===== config.mk =====
export PLATFORM = sky130hd
export DESIGN_NAME = tug_field
export DESIGN_NICKNAME = d
export VERILOG_FILES = /design/src/rtl/tug_pkg.sv /design/src/rtl/press_edge.sv /design/src/rtl/tug_field.sv
export SDC_FILE = /design/constraint.sdc
export NUM_CORES = 1
export LEC_CHECK = 0
export ABC_AREA = 0
export CORE_MARGIN = 2
export CORE_UTILIZATION = 47
export DETAILED_ROUTE_END_ITERATION = 8
export PLACE_DENSITY = 0.71
export SLEW_MARGIN = 10
export SYNTH_ARGS = -nofsm -noshare
export SYNTH_HDL_FRONTEND = slang
export SYNTH_SLANG_ARGS = --single-unit

===== constraint.sdc =====
create_clock -name Clock -period 4.4 [get_ports Clock]
set_input_delay 0.66 -clock Clock [delete_from_list [all_inputs] [get_ports Clock]]
set_output_delay 0.66 -clock Clock [all_outputs]
set_load 0.05 [all_outputs]

===== src/rtl/tug_pkg.sv =====
`default_nettype none
// ============================================================================
// Module      : tug_pkg
// Description : Shared types and helpers for the tug-of-war playfield.
// Revision    : 1.0 - initial release
// ============================================================================
package tug_pkg;

    // Playfield phases: live play, post-round blank hold, match finished
    typedef enum logic [1:0] {
        PLAY = 2'd0,
        HOLD = 2'd1,
        OVER = 2'd2
    } tug_state_t;

    // Index of the middle LED of an odd-width row
    function automatic int center(int n);
        return (n - 1) / 2;
    endfunction

endpackage
`default_nettype wire


===== src/rtl/press_edge.sv =====
`default_nettype none
// ============================================================================
// Module      : press_edge
// Description : Rising-edge detector turning a synchronised key level into a
//               single-cycle press strobe.
// Revision    : 1.0 - initial release
// ============================================================================
module press_edge (
    input  logic Clock,
    input  logic Reset,
    input  logic in,
    output logic press
);

    logic r_q;

    // Previous key level; it keeps sampling during Reset so a key held
    // through Reset is not mistaken for a fresh press afterwards.
    always_ff @(posedge Clock) begin
        r_q <= in;
    end

    assign press = in & ~r_q & ~Reset;

endmodule
`default_nettype wire


===== src/rtl/tug_field.sv =====
`default_nettype none
// ============================================================================
// Module      : tug_field
// Description : Tug-of-war playfield. One lit LED moves left/right on key
//               presses; pulling past an end LED wins a round, scores are
//               kept per player and the match latches once a player reaches
//               WIN_SCORE round wins.
// Revision    : 1.0 - initial release
// ============================================================================
module tug_field
    import tug_pkg::*;
#(
    parameter int NUM_LIGHTS  = 9,
    parameter int SCORE_W     = 3,
    parameter int WIN_SCORE   = 7,
    parameter int HOLD_CYCLES = 4
) (
    input  logic                  Clock,
    input  logic                  Reset,
    input  logic                  L,
    input  logic                  R,
    output logic [NUM_LIGHTS-1:0] lights,
    output logic                  round_L,
    output logic                  round_R,
    output logic [SCORE_W-1:0]    score_L,
    output logic [SCORE_W-1:0]    score_R,
    output logic                  match_over,
    output logic                  winner_L
);

    localparam int                    c_POS_W     = $clog2(NUM_LIGHTS);
    localparam int                    c_HOLD_W    = $clog2(HOLD_CYCLES + 1);
    localparam logic [c_POS_W-1:0]    c_CENTER    = c_POS_W'(center(NUM_LIGHTS));
    localparam logic [c_POS_W-1:0]    c_LAST      = c_POS_W'(NUM_LIGHTS - 1);
    localparam logic [SCORE_W-1:0]    c_WIN       = SCORE_W'(WIN_SCORE);
    localparam logic [c_HOLD_W-1:0]   c_HOLD_INIT = c_HOLD_W'(HOLD_CYCLES);

    // One-hot decode of a playfield position
    function automatic logic [NUM_LIGHTS-1:0] decode(input logic [c_POS_W-1:0] p);
        logic [NUM_LIGHTS-1:0] d;
        d = '0;
        for (int i = 0; i < NUM_LIGHTS; i++) begin
            d[i] = (p == c_POS_W'(i));
        end
        return d;
    endfunction

    tug_state_t            r_state, w_state_nx;
    logic [c_POS_W-1:0]    r_pos, w_pos_nx;
    logic [c_HOLD_W-1:0]   r_hold, w_hold_nx;
    logic [SCORE_W-1:0]    r_score_L, r_score_R, w_score_L_nx, w_score_R_nx;
    logic [SCORE_W-1:0]    w_score_L_inc, w_score_R_inc;
    logic [NUM_LIGHTS-1:0] r_lights, w_lights_nx;
    logic                  r_round_L, r_round_R, r_match_over, r_winner_L;
    logic                  w_round_L_nx, w_round_R_nx, w_match_nx, w_winner_nx;
    logic                  w_press_L, w_press_R, w_pull_L, w_pull_R;
    logic                  w_win_L, w_win_R, w_match_end;

    press_edge u_edge_L (.Clock(Clock), .Reset(Reset), .in(L), .press(w_press_L));
    press_edge u_edge_R (.Clock(Clock), .Reset(Reset), .in(R), .press(w_press_R));

    // Simultaneous presses cancel; a pull beyond an end LED is a round win
    assign w_pull_L      = w_press_L & ~w_press_R;
    assign w_pull_R      = w_press_R & ~w_press_L;
    assign w_win_L       = (r_state == PLAY) && w_pull_L && (r_pos == c_LAST);
    assign w_win_R       = (r_state == PLAY) && w_pull_R && (r_pos == '0);
    assign w_score_L_inc = r_score_L + SCORE_W'(1);
    assign w_score_R_inc = r_score_R + SCORE_W'(1);
    assign w_match_end   = (w_win_L && (w_score_L_inc == c_WIN)) ||
                           (w_win_R && (w_score_R_inc == c_WIN));

    // State and datapath registers
    always_ff @(posedge Clock) begin
        if (Reset) begin
            r_state      <= PLAY;
            r_pos        <= c_CENTER;
            r_hold       <= '0;
            r_score_L    <= '0;
            r_score_R    <= '0;
            r_lights     <= decode(c_CENTER);
            r_round_L    <= 1'b0;
            r_round_R    <= 1'b0;
            r_match_over <= 1'b0;
            r_winner_L   <= 1'b0;
        end else begin
            r_state      <= w_state_nx;
            r_pos        <= w_pos_nx;
            r_hold       <= w_hold_nx;
            r_score_L    <= w_score_L_nx;
            r_score_R    <= w_score_R_nx;
            r_lights     <= w_lights_nx;
            r_round_L    <= w_round_L_nx;
            r_round_R    <= w_round_R_nx;
            r_match_over <= w_match_nx;
            r_winner_L   <= w_winner_nx;
        end
    end

    // Next state: move the light, score round wins, run the hold countdown
    always_comb begin
        w_state_nx   = r_state;
        w_pos_nx     = r_pos;
        w_hold_nx    = r_hold;
        w_score_L_nx = r_score_L;
        w_score_R_nx = r_score_R;
        case (r_state)
            PLAY: begin
                if (w_win_L || w_win_R) begin
                    if (w_win_L) w_score_L_nx = w_score_L_inc;
                    if (w_win_R) w_score_R_nx = w_score_R_inc;
                    w_state_nx = w_match_end ? OVER : HOLD;
                    w_hold_nx  = c_HOLD_INIT;
                end else if (w_pull_L) begin
                    w_pos_nx = r_pos + c_POS_W'(1);
                end else if (w_pull_R) begin
                    w_pos_nx = r_pos - c_POS_W'(1);
                end
            end
            HOLD: begin
                w_hold_nx = r_hold - c_HOLD_W'(1);
                if (w_hold_nx == '0) begin
                    w_state_nx = PLAY;
                    w_pos_nx   = c_CENTER;
                end
            end
            OVER: begin
                w_state_nx = OVER;
            end
            default: begin
                w_state_nx = PLAY;
                w_pos_nx   = c_CENTER;
                w_hold_nx  = '0;
            end
        endcase
    end

    // Next outputs: blank row while holding, win pulses, sticky match result
    always_comb begin
        w_lights_nx  = (w_state_nx == HOLD) ? '0 : decode(w_pos_nx);
        w_round_L_nx = w_win_L;
        w_round_R_nx = w_win_R;
        w_match_nx   = r_match_over | w_match_end;
        w_winner_nx  = w_match_end ? w_win_L : r_winner_L;
    end

    assign lights     = r_lights;
    assign round_L    = r_round_L;
    assign round_R    = r_round_R;
    assign score_L    = r_score_L;
    assign score_R    = r_score_R;
    assign match_over = r_match_over;
    assign winner_L   = r_winner_L;

endmodule
`default_nettype wire


-- Yosys cells after proc, flatten, opt, wreduce, memory -nomap -nowiden
Index checks and enable logic that the tools add are counted.
- register bits: 30
- output and inout bits: 19
- logic and storage cells: 74
- add/subtract/negate cells: 5
- equality and inequality tests: 15
- multiplexer cells: 12
- bitwise gates (word level): 13
- reductions and logical operators: 16
- operators with widths (cell ; number):
    $eq 4x3->1 const B ; 4
    $mux 4 ; 4
    $pmux 4 s3 ; 1
    $pmux 3 s3 ; 1
    $eq 4x2->1 const B ; 2
    $eq 4x4->1 const B ; 2
    $logic_not 4->1 ; 2
    $add 3x1->3 const B ; 2
    $and 1x1->1 ; 6
    $eq 3x3->1 const B ; 2
    $logic_and 1x1->1 ; 6
    $mux 2 ; 3
    $not 1->1 ; 6
    $pmux 2 s3 ; 1
    $reduce_and 3->1 ; 2
    $mux 5 ; 1
    $add 4x1->4 const B ; 1
    $eq 2x1->1 const B ; 2
    $eq 4x1->1 const B ; 1
    $sub 4x1->4 const B ; 1
    $logic_not 3->1 ; 1
    $mux 3 ; 1
    $sub 3x1->3 const B ; 1
    $eq 2x2->1 const B ; 1
    6 further kinds ; 7

-- Longest topological paths before layout
- word-level depth: 14
- gate-level depth with buffers: 8

-- By module
Synthesis repeated with hierarchy kept, for this count alone.
- cell total of the unflattened synthesis: 172
- area total of the unflattened synthesis: 1642.8 um2
- by module, submodules not included (module ; times used ; cells each ; area each (um2) ; seq. area each (um2)):
    tug_field ; 1 ; 168 ; 1577.8 ; 560.5
    press_edge ; 2 ; 2 ; 32.5 ; 20.0

-- Worst setup path after synthesis
Ideal clock, no wire load.
- kind: input to register
- start point: input port R
- end point: register r_lights[8], in the netlist lights[8]
- data arrival time: 2297 ps
- required time: 4339 ps
- setup slack: 2042 ps
- cell stages on the path: 7
- path buffers: 1
- cell sequence: nand2b_4 -> buf_6 -> or2_4 -> a221o_1 -> nor2_1 -> mux2i_2 -> and4_2
- cells in the longest elaborated chain, start to end: 13
- ends and longest elaborated chain (item ; RTL line ; source):
    start, declared ; tug_field.sv:21 ; input logic R,
    $and 1x1->1 (*) (2 in a row) ; press_edge.sv:23 ; assign press = in & ~r_q & ~Reset;
    $not 1->1 ; tug_field.sv:63 ; assign w_pull_L = w_press_L & ~w_press_R;
    $and 1x1->1 ; tug_field.sv:63 ;
    $logic_and 1x1->1 (2 in a row) ; tug_field.sv:65 ; assign w_win_L = (r_state == PLAY) && w_pull_L && (r_pos == c_LAST);
    $logic_and 1x1->1 ; tug_field.sv:69 ; assign w_match_end = (w_win_L && (w_score_L_inc == c_WIN)) ||
    $logic_or 1x1->1 ; tug_field.sv:69 ;
    $mux 2 ; tug_field.sv:111 ; w_state_nx = w_match_end ? OVER : HOLD;
    $mux 2 ; tug_field.sv:108 ; if (w_win_L || w_win_R) begin
    $pmux 2 s3 ; tug_field.sv:106 ; case (r_state)
    $eq 2x1->1 ; tug_field.sv:139 ; w_lights_nx = (w_state_nx == HOLD) ? '0 : decode(w_pos_nx);
    $reduce_or 2->1 (no source line) ; - ;
    end signal, assigned ; tug_field.sv:80 ; r_lights <= decode(c_CENTER);
    end signal, assigned ; tug_field.sv:91 ; r_lights <= w_lights_nx;
    end, declared ; tug_field.sv:53 ; logic [NUM_LIGHTS-1:0] r_lights, w_lights_nx;
Every way passes the cells marked *; elsewhere a longest branch is shown, timed or not.
A chain may end at the register's enable or synchronous reset.

-- Worst setup path in the final report
- start point: input port Reset
- end point: register r_lights[2], in the netlist lights[2]
- cells in the longest elaborated chain, start to end: 13
- ends and longest elaborated chain (item ; RTL line ; source):
    start, declared ; tug_field.sv:19 ; input logic Reset,
    $not 1->1 ; press_edge.sv:23 ;
    $and 1x1->1 ; press_edge.sv:23 ;
    $not 1->1, on equally long branches ; tug_field.sv:63, tug_field.sv:64 ;
    $and 1x1->1, on equally long branches ; tug_field.sv:63, tug_field.sv:64 ;
    $logic_and 1x1->1, on equally long branches (2 in a row) ; tug_field.sv:65, tug_field.sv:66 ;
    $logic_and 1x1->1, on equally long branches ; tug_field.sv:69, tug_field.sv:70 ;
    $logic_or 1x1->1 ; tug_field.sv:69 ;
    $mux 2 ; tug_field.sv:111 ;
    $mux 2 ; tug_field.sv:108 ;
    $pmux 2 s3 ; tug_field.sv:106 ;
    $eq 2x1->1 ; tug_field.sv:139 ;
    $reduce_or 2->1 (no source line) ; - ;
Parallel ways exist; a longest one is shown, timed or not.

==> metrics.md <==
| Metric | Value |
|---|---|
| Status | completed |
| Mapped Nets | 174 |
| Drt drc | 0 |
| Via density | about 5.3 |
| R2R setup slack | ~1900 ps |
| Register area share after synthesis | 0.4068 |
| F_max | roughly 340 MHz |
| Critical path peak fanout | 19 |
| Max IR drop VDD | between 150 and 200 uV |
| Root Driver | clkbuf_4 |
| Sw Ratio | 0.2873 |
| Critical path class | in2reg |
| Area grow syn2layout | 19.32% |
| Overall Power | 528.3 uW |
| Total Die Area | 3605 um^2 |
| Tcrit/Tclk final | 0.6735 |
| Clock Skew | roughly 12 ps |
| PostCTS Resize Cnt | 0 |
| PD cells | between 200 and 300 nW/um^2 |
| Num CTS Buffers | 5 |
| Clock Sinks | 30 |
| # rows | 20 |
| Hold_sp | match_over |
| Critical Path Source | Reset |
| Initial core utilization | 0.4876 |
| Synth area leaders | dfxtp_1 (41%), ha_1 (7.6%), nor2_1 (5.8%), inv_1 (2.5%), nor4b_1 (2.4%) |
| Clock Latency Late Sink | between 300 and 400 ps |
| Post CTS Setup Buffer Count | 0 |
| Endpoints failing hold | 0 |
| Final Hold Slack | approximately 460 ps |
| Count of non-filler cells in the finished layout | 229 |
| Average size of a mapped cell | ~9.2 um^2 |
| IO buf count | 22 |
| Commonest non-fill, non-tap cell in the layout | dfxtp_1 |
| FF+latch count, synth | 30 |
| Top Ports | 23 |
| Final setup viols | 0 |
| CP Capture Type | register |
| Initial antenna violation count | 0 |
| Startpoint Class | input port |
| CP arrival | approximately 3200 ps |
| First-pass DRT Iterations | 4 |
| Critical Path RT | approximately 4600 ps |
| Switching pwr | 151.8 uW |
| DRT antenna net count | 0 |
| Synth Cell Area | 1476 um^2 |
| Iteration-0 DRC Markers | 22 |
| Drt total wl | ~2900 um |
| GPL Wtd Cong | approximately 0.91 |
| H-tree depth | 2 |
| Vias in the first global route | 1116 |
| Relative slew slack | 0.5356 |
| Setup crit end | lights[2] |
| Post-detail-place hpwl | approximately 2100 um |
| Top FF cell, synth | dfxtp_1 |
| Hold Buf Count CTS | 0 |
| Nets | roughly 200 |
| Synth top area share | 0.4068 |
| Placed Cells incl. Taps | roughly 220 |
| Reg2reg end | lights[2] |
| DR vias | ~1.2k |
| Core area | just over 3000 um^2 |
| Post-route setup TNS | 0 ps |
| Fill count | roughly 280 |
| R2R depth | 8 |
| Worst hold-check path type | reg2reg |
| RSZ-0062 raised after global routing | false |
| Post-Synthesis Cells | 161 |
| Combinational Power Share | 0.178 |
| Asr flop ratio synth | 0 |
| Pin count of the biggest net entering global routing | 20 |
| Synth Warn # | 0 |
| Layout cells sized above 1 | 0.07568 |
| Critical R2R Launch | r_pos[0] |
| CTS tree | built |
| Synth area leader | dfxtp_1 |
| Width of the die | between 60 and 70 um |
| Slew Viols, Final | 0 |
| Maxcap violations | 0 |
| Global route overflow | 0 |
| Ant. Diodes | 0 |
| Internal power | 376.5 uW |
| Flop pwr share | 0.543 |
| Slew @ Worst Pin | 694.5 ps |
| Post-synth EDFFs | 0 |
| First-pass GRT wire length | 4705 um |
| Final min period | between 2000 and 3000 ps |
| Die Ht | between 60 and 70 um |
| Wire length per cell | ~13 um |
| Clk slew on worst S/H paths | about 90 ps |
| Yosys cell types | 44 |
| Clock Power Share | 0.279 |
| All-Layer GR Usage | 0.1795 |
| Most frequent cells in the layout | dfxtp_1 (30), nor2_1 (23), clkdlybuf4s50_1 (22), inv_1 (10) |
| CTS max path bufs | 2 |
| Static leakage power | between 0.0006 and 0.0007 uW |
## state kept, by name, indices dropped and copies added (netlist names)
signal	flops
lights	9
match_over	1
r_hold	3
r_pos	4
r_state	2
round_L	1
round_R	1
score_L	3
score_R	3
u_edge_L.r_q	1
u_edge_R.r_q	1
winner_L	1
## power groups by stage
stage / registers (uW) / logic [uW] / clock network, uW
detailed placement: 293 / 93.1 / 0
global route: 289 / 101 / 164
global placement: 293 / 91.7 / 0
finish: 287 / 93.9 / 147
floorplan: 310 / 52.7 / 0
CTS: 287 / 93.4 / 149
## layer usage
layer  GRT usage  share of wire  up-vias
li1            -              -      615
met1      0.2107           0.45      575
met2      0.2935           0.49       25
met3     0.06926          0.049        2
met4     0.06984         0.0066        0
met5           0              0        -
## stage by stage
step / instance area [um^2] / setup WS (ps) / utilization
6_report: 1762 / 1437 / 0.5818
5_1_grt: 1762 / 1268 / 0.5818
4_1_cts: 1762 / 1438 / 0.5818
3_5_place_dp: 1717 / 1091 / 0.5669
3_3_place_gp: 1717 / 1108 / 0.5669
2_1_floorplan: 1476 / 2042 / -
## how the worst min path moves through the flow
stage | slack, ps | end | cells after the start
finish | 460 | match_over | 2
global route | 500 | match_over | 2
CTS | 470 | match_over | 2
detailed placement | 450 | match_over | 2
global placement | 440 | match_over | 2
floorplan | 450 | r_hold[1] | 2
## cell families (layout without fill, tap and decap cells)
kind of cell,after synthesis,in the layout,share of synthesized area
buffers and inverters,15,39,0.04915
adders and majority gates,9,9,0.07627
xor gates and xnor gates,7,7,0.04153
and+or+nand+nor,71,71,0.2780
DFF,30,30,0.4068
muxes,4,4,0.02966
AOI/OAI and AO/OA,25,25,0.1186
## cell usage after synthesis (all sizes together), types with 5 or more instances
master	n
nor2	23
dfxtp	30
ha	9
nor4b	5
inv	10
nand2	9
a21oi	5
nand2b	6
## worst max-delay path: stages
cell	delay, ps
clkdlybuf4s50_1	760
inv_1	300
nand2_1	120
nor3_1	390
a31oi_1	170
a311o_1	430
nor4b_1	340
## area by class of cell
| cell class | instances | area [um^2] | area share |
|---|---|---|---|
| inverter | 10 | 37.54 | 0.02131 |
| sequential | 30 | 600.6 | 0.3409 |
| tap | 44 | 55.05 | 0.03125 |
| timing repair buffer | 22 | 220.2 | 0.1250 |
| multi-input combinational | 116 | 803.3 | 0.4560 |
| clock buffer | 7 | 45.04 | 0.02557 |
No activity file was read; power rests on OpenSTA's default activity.
